===== src/rtl/uart_rx_cfg_ctrl.sv =====
// UART receiver configuration/status controller: applies host prescale/parity
// changes only between frames and keeps saturating frame/error counters.
module uart_rx_cfg_ctrl #(
    parameter int unsigned PRESCALE_DEFAULT = 8,
    parameter logic        PAR_EN_DEFAULT   = 1'b1,
    parameter int unsigned CNT_WIDTH        = 8
) (
    input  logic                 CLK,
    input  logic                 RST,
    input  logic                 cfg_req,
    input  logic [5:0]           cfg_prescale,
    input  logic                 cfg_par_en,
    input  logic                 cfg_par_typ,
    input  logic                 rx_busy,
    input  logic                 data_valid,
    input  logic                 frame_end,
    input  logic                 par_err,
    input  logic                 stp_err,
    input  logic                 clr_cnt,
    output logic                 cfg_ack,
    output logic                 cfg_rej,
    output logic                 rx_hold,
    output logic [5:0]           prescale,
    output logic                 PAR_EN,
    output logic                 PAR_TYP,
    output logic [CNT_WIDTH-1:0] frame_cnt,
    output logic [CNT_WIDTH-1:0] par_err_cnt,
    output logic [CNT_WIDTH-1:0] stp_err_cnt
);

    localparam logic [1:0] RUN  = 2'd0;
    localparam logic [1:0] PEND = 2'd1;
    localparam logic [1:0] HOLD = 2'd2;
    localparam logic [1:0] DONE = 2'd3;

    localparam logic [5:0] PRESCALE_RST = 6'(PRESCALE_DEFAULT);

    logic [1:0] state;
    logic       hold_cnt;
    logic [5:0] shadow_prescale;
    logic       shadow_par_en;
    logic       shadow_par_typ;
    logic       req_valid;

    assign req_valid = (cfg_prescale == 6'd8) || (cfg_prescale == 6'd16) ||
                       (cfg_prescale == 6'd32);

    always_ff @(posedge CLK) begin
        if (RST) begin
            state           <= RUN;
            hold_cnt        <= 1'b0;
            rx_hold         <= 1'b0;
            cfg_ack         <= 1'b0;
            cfg_rej         <= 1'b0;
            shadow_prescale <= PRESCALE_RST;
            shadow_par_en   <= PAR_EN_DEFAULT;
            shadow_par_typ  <= 1'b0;
            prescale        <= PRESCALE_RST;
            PAR_EN          <= PAR_EN_DEFAULT;
            PAR_TYP         <= 1'b0;
        end else begin
            cfg_ack <= 1'b0;
            cfg_rej <= 1'b0;
            case (state)
                RUN: begin
                    if (cfg_req) begin
                        shadow_prescale <= cfg_prescale;
                        shadow_par_en   <= cfg_par_en;
                        shadow_par_typ  <= cfg_par_typ;
                        if (req_valid) begin
                            state <= PEND;
                        end else begin
                            state   <= DONE;
                            cfg_rej <= 1'b1;
                        end
                    end
                end
                PEND: begin
                    rx_hold <= 1'b0;
                    if (!rx_busy) begin
                        state    <= HOLD;
                        rx_hold  <= 1'b1;
                        hold_cnt <= 1'b0;
                    end
                end
                HOLD: begin
                    // A frame starting on the HOLD entry edge wins; retry from PEND.
                    if (!hold_cnt) begin
                        if (rx_busy) begin
                            state   <= PEND;
                            rx_hold <= 1'b0;
                        end else begin
                            hold_cnt <= 1'b1;
                        end
                    end else begin
                        prescale <= shadow_prescale;
                        PAR_EN   <= shadow_par_en;
                        PAR_TYP  <= shadow_par_typ;
                        rx_hold  <= 1'b0;
                        cfg_ack  <= 1'b1;
                        state    <= DONE;
                    end
                end
                DONE: begin
                    rx_hold <= 1'b0;
                    state   <= RUN;
                end
                default: begin
                    rx_hold <= 1'b0;
                    state   <= RUN;
                end
            endcase
        end
    end

    function automatic logic [CNT_WIDTH-1:0] sat_inc(input logic [CNT_WIDTH-1:0] v,
                                                     input logic en);
        if (en && !(&v)) begin
            return v + CNT_WIDTH'(1);
        end
        return v;
    endfunction

    always_ff @(posedge CLK) begin
        if (RST || clr_cnt) begin
            frame_cnt   <= '0;
            par_err_cnt <= '0;
            stp_err_cnt <= '0;
        end else begin
            frame_cnt   <= sat_inc(frame_cnt, data_valid);
            par_err_cnt <= sat_inc(par_err_cnt, frame_end & par_err);
            stp_err_cnt <= sat_inc(stp_err_cnt, frame_end & stp_err);
        end
    end

endmodule


===== config.mk =====
export PLATFORM = sky130hd
export DESIGN_NAME = uart_rx_cfg_ctrl
export DESIGN_NICKNAME = d
export VERILOG_FILES = /design/src/rtl/uart_rx_cfg_ctrl.sv
export SDC_FILE = /design/constraint.sdc
export NUM_CORES = 1
export LEC_CHECK = 0
export ABC_AREA = 1
export BUFFER_PORTS_ARGS = -buffer_cell sky130_fd_sc_hd__buf_2
export CORE_ASPECT_RATIO = 1.25
export CORE_MARGIN = 1.5
export CORE_UTILIZATION = 35
export CTS_CLUSTER_SIZE = 16
export DETAILED_ROUTE_END_ITERATION = 8
export PLACE_DENSITY = 0.63
export RECOVER_POWER = 25
export SYNTH_ARGS = -nofsm -noshare
export SYNTH_HDL_FRONTEND = slang
export SYNTH_SLANG_ARGS = --single-unit

===== constraint.sdc =====
create_clock -name CLK -period 1.9 [get_ports CLK]
set_clock_uncertainty 0.05 [all_clocks]
set_input_delay 0.095 -clock CLK [delete_from_list [all_inputs] [get_ports CLK]]
set_output_delay 0.095 -clock CLK [all_outputs]
set_load 0.01 [all_outputs]

==> results of run 1 <==
flip-flops by register name (all words and copies together) (netlist names):
name and flops:
frame_cnt 8, par_err_cnt 8, stp_err_cnt 8, prescale 6, shadow_prescale 6, state 2, PAR_EN 1, PAR_TYP 1
cfg_ack 1, cfg_rej 1, hold_cnt 1, rx_hold 1, shadow_par_en 1, shadow_par_typ 1
per-layer routing:
layer / global-route usage [%] / wire length, um
met2: 26.1 / 2180
met1: 17.7 / 2080
met3: 4.24 / 231
met5: 0 / 0
met4: 4.25 / 48
worst min-delay path, cell delays in order:
cell and delay, ns:
buf_2 0.10, inv_1 0.06, a21oi_1 0.06
worst min-delay path by stage:
stage / start / endpoint / slack, ns / depth (start not counted)
floorplan: RST / hold_cnt / 0.11 / 1
global placement: cfg_par_en / shadow_par_en / 0.26 / 3
detailed placement: cfg_par_en / shadow_par_en / 0.26 / 3
CTS: cfg_par_typ / shadow_par_typ / 0.005 / 3
global route: cfg_prescale[3] / shadow_prescale[3] / 0.01 / 3
finish: cfg_prescale[5] / shadow_prescale[5] / 0.01 / 3
stage by stage:
stage                     power (mW)  instances  instance area [um2]  worst slack, ns  utilization [%]
after detailed placement        1.35        428                 2450            0.232             41.9
after floorplan                 1.29        299                 2140            0.496                -
after global placement          1.35        428                 2450            0.305             41.9
final                           2.03        440                 2580            0.226             44.1
after global routing            2.15        440                 2580           0.0294             44.1
after CTS                       2.06        440                 2600            0.221             44.5
report_power, final:
part	switching [mW]	internal (mW)	leakage (nW)
sequential	0.0352	1.02	0.374
clock	0.331	0.368	0.0575
combinational	0.167	0.104	0.649
total	0.533	1.49	1.08
cells by family after synthesis:
family | Yosys count
AO/OA/AOI/OAI | 49
XOR/XNOR | 5
adder cells (fa/ha/maj) | 3
buffers and inverters | 40
flip-flops | 46
AND/OR/NAND/NOR | 156
layout make-up:
class | count | area, um2 | area share, %
multi-input combinational | 213 | 1030 | 39.8
clock buffer | 8 | 110 | 4.27
inverter | 34 | 133 | 5.14
sequential | 46 | 921 | 35.7
timing repair buffer | 57 | 287 | 11.1
tap | 82 | 103 | 3.98
layout by cell type, fill, tap and decap left out, drive strengths merged:
master / count
a211oi: 1
a21oi: 32
buf: 34
clkbuf: 27
clkinv: 4
dfxtp: 46
dlygate4sd3: 4
ha: 3
inv: 30
nand2: 94
nand3: 21
nand3b: 2
nor2: 34
nor3: 4
o21ai: 15
o21bai: 1
or2: 1
xnor2: 2
xor2: 3
==> summary.md, run 1 <==
| Metric | Value |
|---|---|
| Unrepaired setup endpoints after global routing | no |
| First-pass GRT wire length | 7940 um |
| Hold_ws | approximately 0.012 ns |
| Synth top area cells | dfxtp_1 (43%), nand2_1 (16%), a21oi_1 (6.1%), nor2_1 (5.4%), nand3_1 (4.9%) |
| Initial antenna violation count | 0 |
| Synth Instances | roughly 300 |
| WS Path Type | reg2reg |
| Die area | approximately 0.0066 mm2 |
| DRT Pass-1 Iters | 4 |
| Crit-path max FO | 12 |
| Wirelength per Cell | between 10 and 15 um |
| Endpoint type of the worst setup path | flip-flop |
| # H-tree levels | 2 |
| Crit path max-delay family | compound AO/OA/AOI/OAI gates |
| Maximum clock path buffer count | 2 |
| Clk root buf | clkbuf_8 |
| Via/cell ratio | 4.51 |
| CP Capture Point | par_err_cnt[5] |
| Post-DP HPWL | 3370 um |
| P_leak | approximately 1.1 nW |
| CTS tree | built |
| Postcts setup bufs | 0 |
| Post-synthesis simple-gate area fraction | between 30 and 40% |
| Gr usage total | around 15% |
| Largest net degree at the start of global routing | 16 |
| Leading area contributor after synthesis | dfxtp_1 |
| TritonCTS Buffers | 5 |
| Number of clock sinks | 46 |
| Measured slew at the worst slew-check pin | about 0.49 ns |
| Die Height | around 90 um |
| Post-synth EDFFs | 0 |
| #FFs+latches synth | between 40 and 50 |
| Mean Syn Cell Area | 7.16 um2 |
| Minimum clock period | ~1.7 ns |
| Maximum single-stage delay on the critical path | ~0.4 ns |
| GPL Wtd Cong | 0.815 |
| DRT antenna net count | 0 |
| Status | finished, final reports clean |
| Syn-to-layout area delta | 20.6% |
| CP bufs+invs | 2 |
| GR Overflow Total | 0 |
| Netlist cell types | 30 |
| Post-synthesis net count | ~320 |
| Period utilisation layout | between 80% and 90% |
| DR vias | 1,986 |
| Slew Viols, Final | 0 |
| Post-synthesis mux area share | 0% |
| Ys async rst share | 0% |
| CTS resizes | 0 |
| Final Hold Fails | 0 |
| Reg2reg start | par_err_cnt[0] |
| Layout cells sized above 1 | between 10% and 20% |
| IO buf count | a little over 50 |
| Most numerous cell in the Yosys netlist | nand2_1 |
| WP depth | 9 |
| Hold WC Path Type | in2reg |
| DRT iter0 DRCs | 63 |
| Cts hold-fix bufs | 4 |
| Max frequency | approximately 600 MHz |
| Core Region | 0.00586 mm2 |
| FF-to-FF setup slack | between 0.2 and 0.25 ns |
| I/O pin cnt | 52 |
| Initial Utilization | between 30% and 40% |
| Final setup viols | 0 |
| Top_reg_cell synth | dfxtp_1 |
| YS warnings | 0 |
| Startpoint Class | flip-flop |
| Slowest stage cell, crit path | a21oi_2 |
| Top cell type's share of synthesized area | between 40% and 50% |
| Vias in the first global route | around 1.8k |
| Clock-pin transition on the worst setup and hold timing paths | about 0.080 ns |
| Drt total wl | roughly 4500 um |
| Reg2Reg Capture Point | par_err_cnt[5] |
| Worst vdd ir | a little over 0.5 mV |
| Worst path required time | roughly 2.0 ns |
| Die W | 72.9 um |
| Relative slew slack | a little under 70% |
| Maxcap violations | 0 |
| Largest family of logic cells by synthesized area | simple AND/OR/NAND/NOR gates |
| CP Cell Sequence | ha_1 > inv_1 > nor2_2 > a21oi_2 > inv_2 > nor2_1 > nand2_1 > nand2_1 > nor2_1 |
| # diodes | 0 |
| Top post-synthesis cells by count | nand2_1 (89), dfxtp_1 (46), nor2_1 (31), inv_1 (27), a21oi_1 (26) |
| Fin nets | 377 |
| Xor/xnor share of the synthesized area | under 10% |
| Skew-Pair Late Insertion Delay | 0.30 ns |
| Post-synthesis sequential area ratio | around 43% |
| Fill count | about 630 |
| Mapped Area | approximately 0.0021 mm2 |
| DRC | 0 |
| Synth Area in Compound Gates | 12.9% |
| Row Count | 31 |
| Worst Reg-to-Reg Cells | 9 |
| Crit path DAT | roughly 1.8 ns |
| Crit path launch | par_err_cnt[0] |
| Setup tns final | 0 ns |
| Adder-cell share of the synthesized area | 1.75% |
| Pwr/cell area | roughly 790 mW/mm2 |
Note: power is estimated with default switching activity, not from simulation.
==> inputs of run 2 (changes only) <==
- CTS_BUF_LIST: not set -> sky130_fd_sc_hd__clkbuf_4
==> run 2 against run 1 <==
Sequential share of layout area did not move. Sequential power about the same. Combinational power is 3% higher. Setup slack got worse by 0.012 ns. Clock-buffer cell count down 3. Hold slack better by 0.030 ns. First-iteration DRC count is 30% lower. Via count up 1.8%. Critical path type unchanged. Highest routed layer unchanged.
==> summary.md, run 2 (synthesis gave the netlist of run 1 again) <==
| Metric | Value |
|---|---|
| DR vias | 2,021 (was 1,986) |
| Hold endpoint | cfg_rej (was shadow_prescale[5]) |
| Minimum clock period | 1.69 ns (was 1.67 ns) |
| Reg2Reg Capture Point | par_err_cnt[5] (unchanged) |
| Final setup viols | 0 (unchanged) |
| Wirelength per Cell | 10.3 um (about the same) |
| Slew Viols, Final | 0 (unchanged) |
| Cts hold-fix bufs | 10 (was 4) |
| Combinational power share | 15.8% (was 13.4%) |
| Clock power frac | 25.0% (was 34.5%) |
| Relative slew slack | 67.7% (was 67.6%) |
| Fin cells | 446 (was 440) |
| Worst Reg-to-Reg Cells | 9 (unchanged) |
| Maxcap violations | 0 (unchanged) |
| Leading cell types in the layout, fill and taps excluded | nand2_1 (89), dfxtp_1 (46), buf_2 (33), nor2_1 (31), inv_1 (27) (was nand2_1 (89), dfxtp_1 (46), buf_2 (32), nor2_1 (31), inv_1 (27)) |
| # diodes | 0 (unchanged) |
| Sequential share of power | 59.2% (was 52.1%) |
| Hold path cells | 2 (was 3) |
| Reg2reg start | par_err_cnt[0] (unchanged) |
| CTS resizes | 0 (unchanged) |
| Psw | 0.518 mW (was 0.533 mW) |
| GPL Wtd Cong | 0.815 (unchanged) |
| Vias in the first global route | 1,867 (was 1,817) |
| Slowest stage cell, crit path | a21oi_2 (unchanged) |
| Setup tns final | 0 ns (unchanged) |
| Number of clock sinks | 46 (unchanged) |
| CP Cell Sequence | ha_1 > inv_1 > nor2_2 > a21oi_2 > inv_2 > nor2_1 > nand2_1 > nand2_1 > nor2_1 (unchanged) |
| Unrepaired setup endpoints after global routing | no (unchanged) |
| DRC | 0 (unchanged) |
| Via/cell ratio | 4.53 (was 4.51) |
| Cell internal pwr | 1.27 mW (was 1.49 mW) |
| GR Overflow Total | 0 (unchanged) |
| CTS tree | built (unchanged) |
| Post-DP HPWL | 3370 um (unchanged) |
| P_leak | 1.08 nW (about the same) |
| Hold WC Path Type | in2reg (unchanged) |
| Startpoint Class | flip-flop (unchanged) |
| Clk root buf | clkbuf_4 (was clkbuf_8) |
| Clock-pin transition on the worst setup and hold timing paths | 0.13 ns (was 0.08 ns) |
| Gr usage total | 15.2% (was 15.0%) |
| Min-delay src | RST (was cfg_prescale[5]) |
| Drt total wl | 4610 um (was 4540 um) |
| # H-tree levels | 2 (unchanged) |
| Layout cells sized above 1 | 17.0% (was 17.9%) |
| Fin nets | 383 (was 377) |
| Syn-to-layout area delta | 20.6% (unchanged) |
| Final Util | 44.1% (unchanged) |
| Placed Cells | 428 (unchanged) |
| Crit-path max FO | 12 (unchanged) |
| IO buf count | 51 (unchanged) |
| Core Region | 0.00586 mm2 (unchanged) |
| Maximum single-stage delay on the critical path | 0.40 ns (about the same) |
| WS Path Type | reg2reg (unchanged) |
| TritonCTS Buffers | 5 (unchanged) |
| DRT Pass-1 Iters | 4 (unchanged) |
| Sw Ratio | 29.0% (was 26.3%) |
| Period utilisation layout | 88.7% (was 88.1%) |
| Row Count | 31 (unchanged) |
| Worst vdd ir | 0.393 mV (was 0.503 mV) |
| Initial antenna violation count | 0 (unchanged) |
| Die W | 72.9 um (unchanged) |
| Max frequency | 593 MHz (was 597 MHz) |
| Regs by FF count | frame_cnt: 8 flops, par_err_cnt: 8 flops, stp_err_cnt: 8 flops (unchanged) |
| Worst path required time | 2.10 ns (was 2.04 ns) |
| Leading cell type in the layout, fill and taps excluded | nand2_1 (unchanged) |
| Endpoint type of the worst setup path | flip-flop (unchanged) |
| Crit path DAT | 1.88 ns (was 1.81 ns) |
| FF-to-FF setup slack | 0.21 ns (was 0.23 ns) |
| DRT iter0 DRCs | 44 (was 63) |
| Postcts setup bufs | 0 (unchanged) |
| Maximum clock path buffer count | 2 (unchanged) |
| First-pass GRT wire length | 8110 um (was 7940 um) |
| Die area | 0.00659 mm2 (unchanged) |
| Skew-Pair Late Insertion Delay | 0.36 ns (was 0.30 ns) |
| Measured slew at the worst slew-check pin | 0.485 ns (was 0.486 ns) |
| Die Height | 90.4 um (unchanged) |
| Pwr/cell area | 692 mW/mm2 (was 785 mW/mm2) |
| Initial Utilization | 36.5% (unchanged) |
| Status | finished, final reports clean (unchanged) |
| Final Hold Fails | 0 (unchanged) |
| DRT antenna net count | 0 (unchanged) |
| Largest net degree at the start of global routing | 16 (unchanged) |
| I/O pin cnt | 52 (unchanged) |
run 2: cell types whose count changed in the layout (fill, tap and decap cells not counted):
| cell | delta |
|---|---|
| buf_2 | +1 |
| clkbuf_1 | -1 |
| clkbuf_4 | +5 |
| clkbuf_8 | -8 |
| clkinv_1 | +3 |
| dlygate4sd3_1 | +6 |
run 2: how the worst max path moves through the flow:
| stage | to | startpoint |
|---|---|---|
| after CTS | par_err_cnt[5] | par_err_cnt[0] |
| after floorplan | stp_err_cnt[0] | stp_err_cnt[0] |
| after global placement | par_err_cnt[5] | par_err_cnt[0] |
| after detailed placement | par_err_cnt[5] | par_err_cnt[0] |
| final | par_err_cnt[5] | par_err_cnt[0] |
| after global routing | par_err_cnt[5] | par_err_cnt[0] |
run 2: stage by stage:
stage                     power, mW  cell area (um2)  setup WS [ns]  hold slack [ns]
after global placement         1.35             2450          0.305            0.260
after CTS                      1.82             2600          0.205           0.0325
after floorplan                1.29             2140          0.496            0.114
final                          1.78             2580          0.214           0.0417
after detailed placement       1.35             2450          0.232            0.262
after global routing           1.90             2580         0.0178           0.0273
run 2: layer usage:
metal	part of all wire, %	global-route usage (%)	vias to the layer above	wire [um]
li1	-	-	1077	-
met5	0	0	-	0
met3	4.6	3.91	5	212
met1	45	17.8	895	2070
met2	49	27.1	44	2270
met4	1.2	3.77	0	57
run 2: layout make-up:
class,count,area [um2]
sequential,46,921
fill,625,3280
clock inverter,3,11.3
timing repair buffer,63,348
clock buffer,5,37.5
tap,82,103
multi-input combinational,213,1030
inverter,34,133
run 2: power by group through the flow:
stage | sequential [mW] | clock, mW | combinational (mW)
final | 1.06 | 0.447 | 0.281
after global routing | 1.07 | 0.511 | 0.323
after CTS | 1.06 | 0.473 | 0.288
after detailed placement | 1.08 | 0 | 0.272
after global placement | 1.08 | 0 | 0.270
after floorplan | 1.08 | 0 | 0.208
run 2: worst max-delay path: cells and delay by family (launching register included):
kind                       cells  cell delay, ns
adders and majority gates      1            0.24
AOI/OAI and AO/OA              1            0.40
and+or+nand+nor                5            0.34
buffers and inverters          2            0.20
DFF                            1            0.37
==> inputs of run 3 (changes only) <==
==> constraint.sdc (replaced) <==
create_clock -name CLK -period 1.9 [get_ports CLK]
set_clock_uncertainty 0.05 [all_clocks]
set_input_delay 0.19 -clock CLK [delete_from_list [all_inputs] [get_ports CLK]]
set_output_delay 0.19 -clock CLK [all_outputs]
set_load 0.01 [all_outputs]
==> run 3 against run 2 <==
Clock-buffer cell count unchanged. Largest power group unchanged. Critical path type unchanged. Die area unchanged. Global-route usage down 0.34 points. Highest routed layer unchanged.
==> summary.md, run 3 (synthesis gave the netlist of run 1 again) <==
| Metric | Value |
|---|---|
| Maxcap violations | 0 (unchanged) |
| Drt total wl | 4480 um (was 4610 um) |
| Fill count | 635 (was 625) |
| Min-delay src | cfg_prescale[0] (was RST) |
| # H-tree levels | 2 (unchanged) |
| Period utilisation layout | 88.8% (was 88.7%) |
| Initial Utilization | 36.5% (unchanged) |
| GPL Wtd Cong | 0.815 (unchanged) |
| # diodes | 0 (unchanged) |
| Fin nets | 374 (was 383) |
| DRT antenna net count | 0 (unchanged) |
| Pwr/cell area | 709 mW/mm2 (was 692 mW/mm2) |
| Maximum single-stage delay on the critical path | 0.40 ns (about the same) |
| GR Overflow Total | 0 (unchanged) |
| Reg2reg start | par_err_cnt[0] (unchanged) |
| DRT iter0 DRCs | 46 (was 44) |
| Final Hold Fails | 0 (unchanged) |
| Status | finished, final reports clean (unchanged) |
| Sequential cell area | 921 um2 (unchanged) |
| Die area | 0.00659 mm2 (unchanged) |
| First-pass GRT wire length | 7910 um (was 8110 um) |
| Final setup viols | 0 (unchanged) |
| Placed Cells | 428 (unchanged) |
| CP Cell Sequence | ha_1 > inv_1 > nor2_2 > a21oi_2 > inv_2 > nor2_1 > nand2_1 > nand2_1 > nor2_1 (unchanged) |
| Skew-Pair Late Insertion Delay | 0.36 ns (about the same) |
| Unrepaired setup endpoints after global routing | no (unchanged) |
| Leading cell type in the layout, fill and taps excluded | nand2_1 (unchanged) |
| Vias in the first global route | 1,801 (was 1,867) |
| Gr usage total | 14.9% (was 15.2%) |
| Crit path DAT | 1.88 ns (about the same) |
| Die W | 72.9 um (unchanged) |
| Clock-pin transition on the worst setup and hold timing paths | 0.13 ns (about the same) |
| I/O pin cnt | 52 (unchanged) |
| Crit-path max FO | 12 (unchanged) |
| Relative slew slack | 67.6% (was 67.7%) |
| Layout cells sized above 1 | 17.7% (was 17.0%) |
| Initial antenna violation count | 0 (unchanged) |
| Syn-to-layout area delta | 16.4% (was 20.6%) |
| Leading cell types in the layout, fill and taps excluded | nand2_1 (89), dfxtp_1 (46), buf_2 (34), nor2_1 (31), inv_1 (27) (was nand2_1 (89), dfxtp_1 (46), buf_2 (33), nor2_1 (31), inv_1 (27)) |
| Core Region | 0.00586 mm2 (unchanged) |
| DRT Pass-1 Iters | 4 (unchanged) |
| Reg2Reg Capture Point | par_err_cnt[5] (unchanged) |
| Fin cells | 437 (was 446) |
| Worst Reg-to-Reg Cells | 9 (unchanged) |
| Setup tns final | 0 ns (unchanged) |
| Startpoint Class | flip-flop (unchanged) |
| Die Height | 90.4 um (unchanged) |
| Worst vdd ir | 0.390 mV (was 0.393 mV) |
| Wirelength per Cell | 10.3 um (about the same) |
| Largest net degree at the start of global routing | 16 (unchanged) |
| CP bufs+invs | 2 (unchanged) |
| Hold path cells | 3 (was 2) |
| Crit path max-delay family | compound AO/OA/AOI/OAI gates (unchanged) |
| Maximum clock path buffer count | 2 (unchanged) |
| CTS tree | built (unchanged) |
| Slowest stage cell, crit path | a21oi_2 (unchanged) |
| Measured slew at the worst slew-check pin | 0.485 ns (about the same) |
| Endpoint type of the worst setup path | flip-flop (unchanged) |
| Slew Viols, Final | 0 (unchanged) |
| Regs by FF count | frame_cnt: 8 flops, par_err_cnt: 8 flops, stp_err_cnt: 8 flops (unchanged) |
| FF-to-FF setup slack | 0.21 ns (about the same) |
| Worst path required time | 2.10 ns (about the same) |
| Hold WC Path Type | in2reg (unchanged) |
| Clk root buf | clkbuf_4 (unchanged) |
| DR vias | 1,986 (was 2,021) |
| Via/cell ratio | 4.54 (was 4.53) |
| Number of clock sinks | 46 (unchanged) |
| DRC | 0 (unchanged) |
| P_leak | 1.05 nW (was 1.08 nW) |
| WS Path Type | reg2reg (unchanged) |
| CTS resizes | 0 (unchanged) |
| Post-DP HPWL | 3370 um (unchanged) |
| Minimum clock period | 1.69 ns (about the same) |
| Hold endpoint | shadow_prescale[0] (was cfg_rej) |
| Multi-input gate area | 0.00103 mm2 (unchanged) |
| TritonCTS Buffers | 5 (unchanged) |
| Total power | 1.77 mW (was 1.78 mW) |
| Max frequency | 593 MHz (about the same) |
| Final Util | 42.5% (was 44.1%) |
| Row Count | 31 (unchanged) |
| IO buf count | 51 (unchanged) |
-- run 3: area by class of cell --
type,instances,area share (%)
Clock buffer,5,1.51
Timing Repair Buffer,54,10.4
Sequential cell,46,37.0
Multi-Input combinational cell,213,41.2
Inverter,34,5.32
Clock inverter,3,0.452
Tap cell,82,4.12
-- run 3: how the worst max path moves through the flow --
| stage | depth (start not counted) | start | slack, ns | to |
|---|---|---|---|---|
| detailed placement | 9 | par_err_cnt[0] | 0.23 | par_err_cnt[5] |
| CTS | 9 | par_err_cnt[0] | 0.21 | par_err_cnt[5] |
| global route | 9 | par_err_cnt[0] | 0.02 | par_err_cnt[5] |
| global placement | 9 | par_err_cnt[0] | 0.30 | par_err_cnt[5] |
| floorplan | 7 | stp_err_cnt[0] | 0.50 | stp_err_cnt[0] |
| finish | 9 | par_err_cnt[0] | 0.21 | par_err_cnt[5] |
-- run 3: stage by stage --
| stage | setup slack (ns) | hold slack, ns | cell area, um2 |
|---|---|---|---|
| 6_report | 0.214 | 0.0317 | 2490 |
| 3_5_place_dp | 0.232 | 0.357 | 2450 |
| 5_1_grt | 0.0205 | 0.0221 | 2490 |
| 3_3_place_gp | 0.305 | 0.355 | 2450 |
| 4_1_cts | 0.205 | 0.00754 | 2510 |
| 2_1_floorplan | 0.496 | 0.209 | 2140 |
-- run 3: power by group --
part | internal [mW] | leakage, nW | switching, mW
clock network | 0.133 | 0.0277 | 0.310
logic | 0.101 | 0.645 | 0.166
registers | 1.02 | 0.374 | 0.0349
-- run 3: repair_timing --
item | 4_1_cts | 5_1_grt
buffers inserted | 0 | 0
hold endpoints to repair | 1 | 0
hold buffers | 1 | 0
-- run 3: layer usage --
| layer | wire length [um] | track usage (%) |
|---|---|---|
| met1 | 2030 | 17.7 |
| met2 | 2170 | 26.1 |
| met3 | 228 | 3.91 |
| met4 | 57 | 3.77 |
| met5 | 0 | 0 |
-- run 3: worst reg2reg max path, delay by kind of cell, from the launching register on --
kind / cells / cell delay, ns
buf+inv: 2 / 0.20
flops: 1 / 0.37
compound gates: 1 / 0.40
simple gates: 5 / 0.34
fa+ha+maj: 1 / 0.24
